===== src/rtl/uart_fifo_if.sv =====
// UART-side handshake bundle between uart_fifo and the buart transmitter/receiver pair.
// The master modport is the FIFO side; the slave modport is the UART side.
interface uart_fifo_if;
  logic       u_wr;
  logic [7:0] u_tx_data;
  logic       u_busy;
  logic       u_valid;
  logic [7:0] u_rx_data;
  logic       u_rd;

  modport master (
    output u_wr,
    output u_tx_data,
    output u_rd,
    input  u_busy,
    input  u_valid,
    input  u_rx_data
  );

  modport slave (
    input  u_wr,
    input  u_tx_data,
    input  u_rd,
    output u_busy,
    output u_valid,
    output u_rx_data
  );
endinterface


===== src/rtl/uart_fifo.sv =====
// Byte-buffering stage between host logic and the buart UART pair: a TX FIFO feeding
// the transmitter through wr/busy, and an RX FIFO that always drains the receiver.
module uart_fifo #(
  parameter int DEPTH_LOG2 = 4
) (
  input  logic                  clk,
  input  logic                  resetq,
  input  logic                  tx_wr,
  input  logic [7:0]            tx_data,
  output logic                  tx_full,
  output logic [DEPTH_LOG2:0]   tx_level,
  output logic                  tx_ovf,
  input  logic                  rx_rd,
  output logic [7:0]            rx_data,
  output logic                  rx_valid,
  output logic [DEPTH_LOG2:0]   rx_level,
  output logic                  rx_ovf,
  input  logic                  ovf_clr,
  uart_fifo_if.master           u
);

  localparam logic [DEPTH_LOG2:0]   LVL_ZERO = {(DEPTH_LOG2+1){1'b0}};
  localparam logic [DEPTH_LOG2:0]   LVL_ONE  = {{DEPTH_LOG2{1'b0}}, 1'b1};
  localparam logic [DEPTH_LOG2:0]   LVL_FULL = {1'b1, {DEPTH_LOG2{1'b0}}};
  localparam logic [DEPTH_LOG2-1:0] PTR_ONE  = {{(DEPTH_LOG2-1){1'b0}}, 1'b1};

  typedef enum logic [1:0] {
    ST_IDLE = 2'd0,
    ST_KICK = 2'd1,
    ST_WAIT = 2'd2
  } tx_state_e;

  function automatic logic [DEPTH_LOG2:0] level_next(
    input logic [DEPTH_LOG2:0] lvl,
    input logic                push,
    input logic                pop
  );
    logic [DEPTH_LOG2:0] res;
    case ({push, pop})
      2'b10:   res = lvl + LVL_ONE;
      2'b01:   res = lvl - LVL_ONE;
      default: res = lvl;
    endcase
    return res;
  endfunction

  function automatic logic flag_next(
    input logic cur,
    input logic clr,
    input logic set
  );
    logic res;
    if (clr) begin
      res = 1'b0;
    end else if (set) begin
      res = 1'b1;
    end else begin
      res = cur;
    end
    return res;
  endfunction

  // TX storage and control
  logic [7:0]            tx_mem_r [1 << DEPTH_LOG2];
  logic [DEPTH_LOG2-1:0] tx_wp_r;
  logic [DEPTH_LOG2-1:0] tx_rp_r;
  logic [DEPTH_LOG2:0]   tx_level_r;
  logic                  tx_ovf_r;
  logic                  tx_full_s;
  logic                  tx_push_s;
  logic                  tx_pop_s;
  logic                  tx_drop_s;
  tx_state_e             tx_state_r;
  tx_state_e             tx_state_s;
  logic                  u_wr_r;
  logic                  u_wr_s;
  logic [7:0]            u_tx_data_r;
  logic [7:0]            u_tx_data_s;

  // RX storage and control
  logic [7:0]            rx_mem_r [1 << DEPTH_LOG2];
  logic [DEPTH_LOG2-1:0] rx_wp_r;
  logic [DEPTH_LOG2-1:0] rx_rp_r;
  logic [DEPTH_LOG2:0]   rx_level_r;
  logic                  rx_ovf_r;
  logic                  rx_full_s;
  logic                  rx_push_s;
  logic                  rx_pop_s;
  logic                  rx_drop_s;
  logic                  u_rd_s;

  // TX push/pop qualification; the head leaves the FIFO during the KICK cycle
  always_comb begin
    tx_full_s = (tx_level_r == LVL_FULL);
    tx_pop_s  = (tx_state_r == ST_KICK);
    tx_push_s = tx_wr & (~tx_full_s | tx_pop_s);
    tx_drop_s = tx_wr & tx_full_s & ~tx_pop_s;
  end

  // TX state machine next-state and registered-output staging
  always_comb begin
    tx_state_s  = tx_state_r;
    u_wr_s      = 1'b0;
    u_tx_data_s = u_tx_data_r;
    case (tx_state_r)
      ST_IDLE: begin
        if ((tx_level_r != LVL_ZERO) && !u.u_busy) begin
          tx_state_s  = ST_KICK;
          u_wr_s      = 1'b1;
          u_tx_data_s = tx_mem_r[tx_rp_r];
        end else begin
          tx_state_s  = ST_IDLE;
        end
      end
      ST_KICK: tx_state_s = ST_WAIT;
      // Blanking cycle so the transmitter can raise busy after the strobe.
      ST_WAIT: tx_state_s = ST_IDLE;
      default: tx_state_s = ST_IDLE;
    endcase
  end

  // TX state, pointers, level, overflow flag and transmitter strobe
  always_ff @(posedge clk) begin
    if (!resetq) begin
      tx_state_r  <= ST_IDLE;
      tx_wp_r     <= {DEPTH_LOG2{1'b0}};
      tx_rp_r     <= {DEPTH_LOG2{1'b0}};
      tx_level_r  <= LVL_ZERO;
      tx_ovf_r    <= 1'b0;
      u_wr_r      <= 1'b0;
      u_tx_data_r <= 8'h00;
    end else begin
      tx_state_r  <= tx_state_s;
      u_wr_r      <= u_wr_s;
      u_tx_data_r <= u_tx_data_s;
      tx_level_r  <= level_next(tx_level_r, tx_push_s, tx_pop_s);
      tx_ovf_r    <= flag_next(tx_ovf_r, ovf_clr, tx_drop_s);
      if (tx_push_s) begin
        tx_wp_r <= tx_wp_r + PTR_ONE;
      end
      if (tx_pop_s) begin
        tx_rp_r <= tx_rp_r + PTR_ONE;
      end
    end
  end

  // TX byte storage
  always_ff @(posedge clk) begin
    if (resetq && tx_push_s) begin
      tx_mem_r[tx_wp_r] <= tx_data;
    end
  end

  // RX side: the receiver is drained whenever it has a byte, full or not
  always_comb begin
    u_rd_s    = resetq & u.u_valid;
    rx_full_s = (rx_level_r == LVL_FULL);
    rx_pop_s  = rx_rd & (rx_level_r != LVL_ZERO);
    rx_push_s = u_rd_s & (~rx_full_s | rx_pop_s);
    rx_drop_s = u_rd_s & rx_full_s & ~rx_pop_s;
  end

  // RX pointers, level and overflow flag
  always_ff @(posedge clk) begin
    if (!resetq) begin
      rx_wp_r    <= {DEPTH_LOG2{1'b0}};
      rx_rp_r    <= {DEPTH_LOG2{1'b0}};
      rx_level_r <= LVL_ZERO;
      rx_ovf_r   <= 1'b0;
    end else begin
      rx_level_r <= level_next(rx_level_r, rx_push_s, rx_pop_s);
      rx_ovf_r   <= flag_next(rx_ovf_r, ovf_clr, rx_drop_s);
      if (rx_push_s) begin
        rx_wp_r <= rx_wp_r + PTR_ONE;
      end
      if (rx_pop_s) begin
        rx_rp_r <= rx_rp_r + PTR_ONE;
      end
    end
  end

  // RX byte storage
  always_ff @(posedge clk) begin
    if (resetq && rx_push_s) begin
      rx_mem_r[rx_wp_r] <= u.u_rx_data;
    end
  end

  assign tx_full     = tx_full_s;
  assign tx_level    = tx_level_r;
  assign tx_ovf      = tx_ovf_r;
  assign rx_data     = rx_mem_r[rx_rp_r];
  assign rx_valid    = (rx_level_r != LVL_ZERO);
  assign rx_level    = rx_level_r;
  assign rx_ovf      = rx_ovf_r;
  assign u.u_wr      = u_wr_r;
  assign u.u_tx_data = u_tx_data_r;
  assign u.u_rd      = u_rd_s;

endmodule


===== src/flat_wrapper.sv =====
// flat-port wrapper written by rule: the top's interface ports become plain ports
module uart_fifo_flat 
#(
  parameter int DEPTH_LOG2 = 4
)
  (clk, resetq, tx_wr, tx_data, tx_full, tx_level, tx_ovf, rx_rd, rx_data, rx_valid, rx_level, rx_ovf, ovf_clr, u_u_wr, u_u_tx_data, u_u_rd, u_u_busy, u_u_valid, u_u_rx_data);
  uart_fifo_if u_i ();
  input  logic clk;
  input  logic resetq;
  input  logic tx_wr;
  input  logic [7:0] tx_data;
  output logic tx_full;
  output logic [DEPTH_LOG2:0] tx_level;
  output logic tx_ovf;
  input  logic rx_rd;
  output logic [7:0] rx_data;
  output logic rx_valid;
  output logic [DEPTH_LOG2:0] rx_level;
  output logic rx_ovf;
  input  logic ovf_clr;
  output wire logic [$bits(u_i.u_wr)-1:0] u_u_wr;
  output wire logic [$bits(u_i.u_tx_data)-1:0] u_u_tx_data;
  output wire logic [$bits(u_i.u_rd)-1:0] u_u_rd;
  input wire logic [$bits(u_i.u_busy)-1:0] u_u_busy;
  input wire logic [$bits(u_i.u_valid)-1:0] u_u_valid;
  input wire logic [$bits(u_i.u_rx_data)-1:0] u_u_rx_data;
  assign u_u_wr = u_i.u_wr;
  assign u_u_tx_data = u_i.u_tx_data;
  assign u_u_rd = u_i.u_rd;
  assign u_i.u_busy = u_u_busy;
  assign u_i.u_valid = u_u_valid;
  assign u_i.u_rx_data = u_u_rx_data;
  uart_fifo #(.DEPTH_LOG2(DEPTH_LOG2)) u_core (.clk(clk), .resetq(resetq), .tx_wr(tx_wr), .tx_data(tx_data), .tx_full(tx_full), .tx_level(tx_level), .tx_ovf(tx_ovf), .rx_rd(rx_rd), .rx_data(rx_data), .rx_valid(rx_valid), .rx_level(rx_level), .rx_ovf(rx_ovf), .ovf_clr(ovf_clr), .u(u_i));
endmodule

===== config.mk =====
export PLATFORM = sky130hd
export DESIGN_NAME = uart_fifo_flat
export DESIGN_NICKNAME = d
export VERILOG_FILES = /design/src/rtl/uart_fifo_if.sv /design/src/rtl/uart_fifo.sv /design/src/flat_wrapper.sv
export SDC_FILE = /design/constraint.sdc
export NUM_CORES = 1
export LEC_CHECK = 0
export ABC_CLOCK_PERIOD_IN_PS = 6610
export CAP_MARGIN = 20
export CORE_AREA = 3 3 178 180
export CTS_BUF_LIST = sky130_fd_sc_hd__clkbuf_16
export DETAILED_ROUTE_END_ITERATION = 10
export DIE_AREA = 0 0 181 183
export PLACE_DENSITY_LB_ADDON = 0.12
export SYNTH_ARGS = -nofsm -noshare
export SYNTH_HDL_FRONTEND = slang
export SYNTH_SLANG_ARGS = --single-unit

===== constraint.sdc =====
create_clock -name clk -period 6.61 [get_ports clk]
set_clock_uncertainty 0.2 [all_clocks]
set_input_delay 1.322 -clock clk [delete_from_list [all_inputs] [get_ports clk]]
set_output_delay 1.322 -clock clk [all_outputs]
set_load 0.005 [all_outputs]

==> metrics.md <==
| Metric | Value |
|---|---|
| Result of the run | `finished clean` |
| Cells after DPL | `between 1000 and 1500` |
| Final Cycle Share | `0.722` |
| Data required time of the worst path | `just under 7 ns` |
| Final number of max-transition violations | `0` |
| Number of buffers created by CTS | `31` |
| Area enclosed by the die boundary | `between 30000 and 40000 um2` |
| Worst-Skew Late Latency | `around 0.54 ns` |
| Total power draw | `0.00436 W` |
| Clock buffer depth | `3` |
| Main area contributors after synthesis | `edfxtp_1, dfxtp_1, mux4_2` |
| Area occupied by multi-input gates | `3260 um2` |
| Vias after detailed routing | `6149` |
| Max-cap check violation count | `0` |
| Worst Setup End Kind | `register` |
| Cell area after placement | `about 13000 um2` |
| Yosys warnings | `0` |
| Most frequently used cell type in the post-synthesis netlist | `edfxtp_1` |
| Weighted congestion reported at the end of routability-driven placement | `~0.8` |
| Minimum clock period after layout | `~4.8 ns` |
| Startpoint-to-endpoint class of the critical path | `primary input to register` |
| Power Density | `roughly 310 nW/um2` |
| Unrepaired setup endpoints after global routing | `false` |
| Headroom to the max-slew limit | `0.326` |
| Critical Path Most Common Cell | `ha_1` |
| Wire length of the first global-routing pass | `about 39 mm` |
| Horiz. Die Dim | `181 um` |
| Antenna diode instance count | `0` |
| Clock transition at the register clock pins on the worst setup and hold paths after CTS | `around 0.060 ns` |
| Root buf cell | `clkbuf_16` |
| WL/cell | `~22 um` |
| Number of synthesized flops with an enable pin | `256` |
| Flip-flop and latch count after synthesis | `299` |
| Vias in the first global route | `about 6500` |
| Finish-stage setup viols | `0` |
| Core area | `30300 um2` |
| Fill cell count | `about 2600` |
| Cell types with the highest counts after synthesis | `edfxtp_1, mux2i_1, dfxtp_1` |
| Number of top-level design ports | `55` |
| R2R setup slack | `~2.9 ns` |
| Achievable Freq | `approximately 210 MHz` |
| Number of optimization iterations in the first detailed-route pass | `5` |
| CTS H-tree depth | `1` |
| Syn_area_per_cell | `17.8 um2` |
| Effective utilization at floorplan | `0.398` |
| Most common flop cell mapped by yosys | `edfxtp_1` |
| Antenna violations before repair | `0` |
| Overall track demand over capacity in global routing | `0.152` |
| Number of nets in the layout | `a little under 800` |
| DRC errors left | `0` |
| Via-to-Cell Ratio | `between 5 and 6` |
| Clock Sink Count | `approximately 300` |
| Worst path arrival time | `~5.0 ns` |
| List of cells traversed by the critical path | `clkdlybuf4s50_1, buf_4, nand2_1, a31oi_1, inv_1, ha_1, xor2_1, ha_1, a211o_1, a21oi_1, a221oi_1, or3_1, a21boi_0` |
| Fraction of layout cells with a size suffix above 1 | `0.112` |
| WL final | `25.3 mm` |
| Cell area after synthesis | `roughly 12000 um2` |
| Critical path's slowest cell | `a31oi_1` |
| Hold buffer count at CTS | `0` |
| Number of library cell types mapped by synthesis | `50` |
| Startpoint Class | `primary input` |
| Largest vdd supply drop | `about 0.19 mV` |
| Post-route design area | `~14000 um2` |
| Buffer count from post-CTS setup fixing | `0` |
| Final hold viol count | `0` |
| Final Util | `0.458` |
| Post-Syn Nets | `approximately 700` |
| Residual overflow from global routing | `0` |
| Layout Area Growth over Synthesis | `15.1%` |
| Count of placed standard cells in the final layout, fillers left out | `approximately 1200` |
| Summed negative setup slack over all endpoints | `0 ns` |
| Detailed Route Iter0 Violations | `between 300 and 400` |
| Highest cell delay on the worst timing path | `around 0.74 ns` |
| Number of rows created at floorplan | `64` |
| FF/Latch Area | `8550 um2` |
| Min-delay worst type | `register to register` |
| Die extent in y | `approximately 180 um` |
| Post-Syn Instances | `just under 700` |
| Fraction of synthesis flops using an asynchronous set or reset pin | `0` |
| Part of the Yosys area used for sequential elements | `0.708` |
| Largest net degree at the start of global routing | `57` |
| Final ANT Viol Nets | `0` |
| Cell taking the most area after synthesis | `edfxtp_1` |
| Count of input and output buffers | `54` |
| Pleak | `approximately 4.4 nW` |
| Max FO, Critical Path | `between 40 and 50` |
| Half-perimeter wire length after detailed placement | `16.2 mm` |
| Worst Max-Slew Pin Slew | `1.01 ns` |
| Clock tree from TritonCTS | `built` |
| Area share of the largest cell type after synthesis | `0.637` |
| PostCTS Resize Cnt | `0` |
[registers in the layout (all words and copies together), names as in the netlist, 2 cells and up, named ones only]
signal / cells
u_core.tx_level: 5
u_core.u.u_tx_data: 8
u_core.tx_rp_r: 4
u_core.tx_wp_r: 4
u_core.rx_wp_r: 4
u_core.rx_rp_r: 4
u_core.rx_mem_r: 128
u_core.rx_level: 5
u_core.tx_state_r: 2
u_core.tx_mem_r: 128
[area by class of cell]
class                      instances  share of cell area
tap                              396              0.0356
clock buffer                      31              0.0558
timing repair buffer              61              0.0427
multi-input combinational        332               0.235
inverter                          14             0.00378
sequential                       299               0.615
clock inverter                    25              0.0120
[critical path: cells and delay by family]
| family | cells | cell delay (ns) |
|---|---|---|
| fa+ha+maj | 2 | 0.59 |
| xor+xnor | 1 | 0.19 |
| simple gates | 2 | 0.46 |
| buf+inv | 3 | 1.01 |
| compound gates | 5 | 1.47 |
[through the flow]
| stage | setup slack (ns) | hold WS, ns |
|---|---|---|
| global placement | 1.58 | 0.267 |
| CTS | 1.91 | 0.280 |
| global route | 1.52 | 0.323 |
| finish | 1.84 | 0.276 |
| floorplan | 3.08 | 0.261 |
| detailed placement | 1.37 | 0.272 |
[logic make-up after synthesis]
kind of cell | synth area share
flip-flops | 0.708
AND/OR/NAND/NOR | 0.0566
multiplexers | 0.140
AO/OA/AOI/OAI | 0.0421
buffers and inverters | 0.0216
adder cells (fa/ha/maj) | 0.0193
XOR/XNOR | 0.0123
[power by group]
group	switching (W)	leakage, nW	internal, W	total [W]
clock	0.000682	0.470	0.000922	0.00160
sequential	0.0000775	2.66	0.00210	0.00218
combinational	0.000272	1.27	0.000307	0.000579
[cells in the final DEF, fill, tap and decap left out, types with 7 or more instances in the layout]
cell type / netlist / layout
clkinv_1: 0 / 11
o21ai_0: 18 / 18
nor2_1: 17 / 17
nor2b_1: 9 / 9
mux4_1: 20 / 20
dfxtp_1: 43 / 40
mux4_2: 30 / 30
clkdlybuf4s50_1: 0 / 54
a21oi_1: 13 / 13
and2_1: 30 / 30
nor3_1: 7 / 7
clkbuf_16: 0 / 31
mux2i_1: 49 / 49
ha_1: 17 / 17
xnor2_1: 14 / 14
edfxtp_1: 256 / 256
inv_1: 14 / 19
o22ai_1: 24 / 24
nand2b_1: 7 / 7
buf_4: 2 / 7
nand2_1: 23 / 23
[metal layers]
layer / track usage / up-vias / part of all wire
met5: 0 / - / 0
met4: 0.0372 / 0 / 0.021
met3: 0.0323 / 40 / 0.055
met2: 0.237 / 144 / 0.46
met1: 0.223 / 3151 / 0.47
li1: - / 2814 / -
[path summary, 6_finish.rpt]
path                                    from                               to  cells after the start
min reg2reg       u_core.tx_ovf$_SDFFE_PP0P_       u_core.tx_ovf$_SDFFE_PP0P_                      2
max reg2reg  u_core.rx_level[1]$_SDFFE_PN0P_  u_core.rx_level[4]$_SDFFE_PN0P_                     11
max                                   resetq  u_core.rx_level[4]$_SDFFE_PN0P_                     13
min               u_core.tx_ovf$_SDFFE_PP0P_       u_core.tx_ovf$_SDFFE_PP0P_                      2
Note: power is estimated with default switching activity, not from simulation.
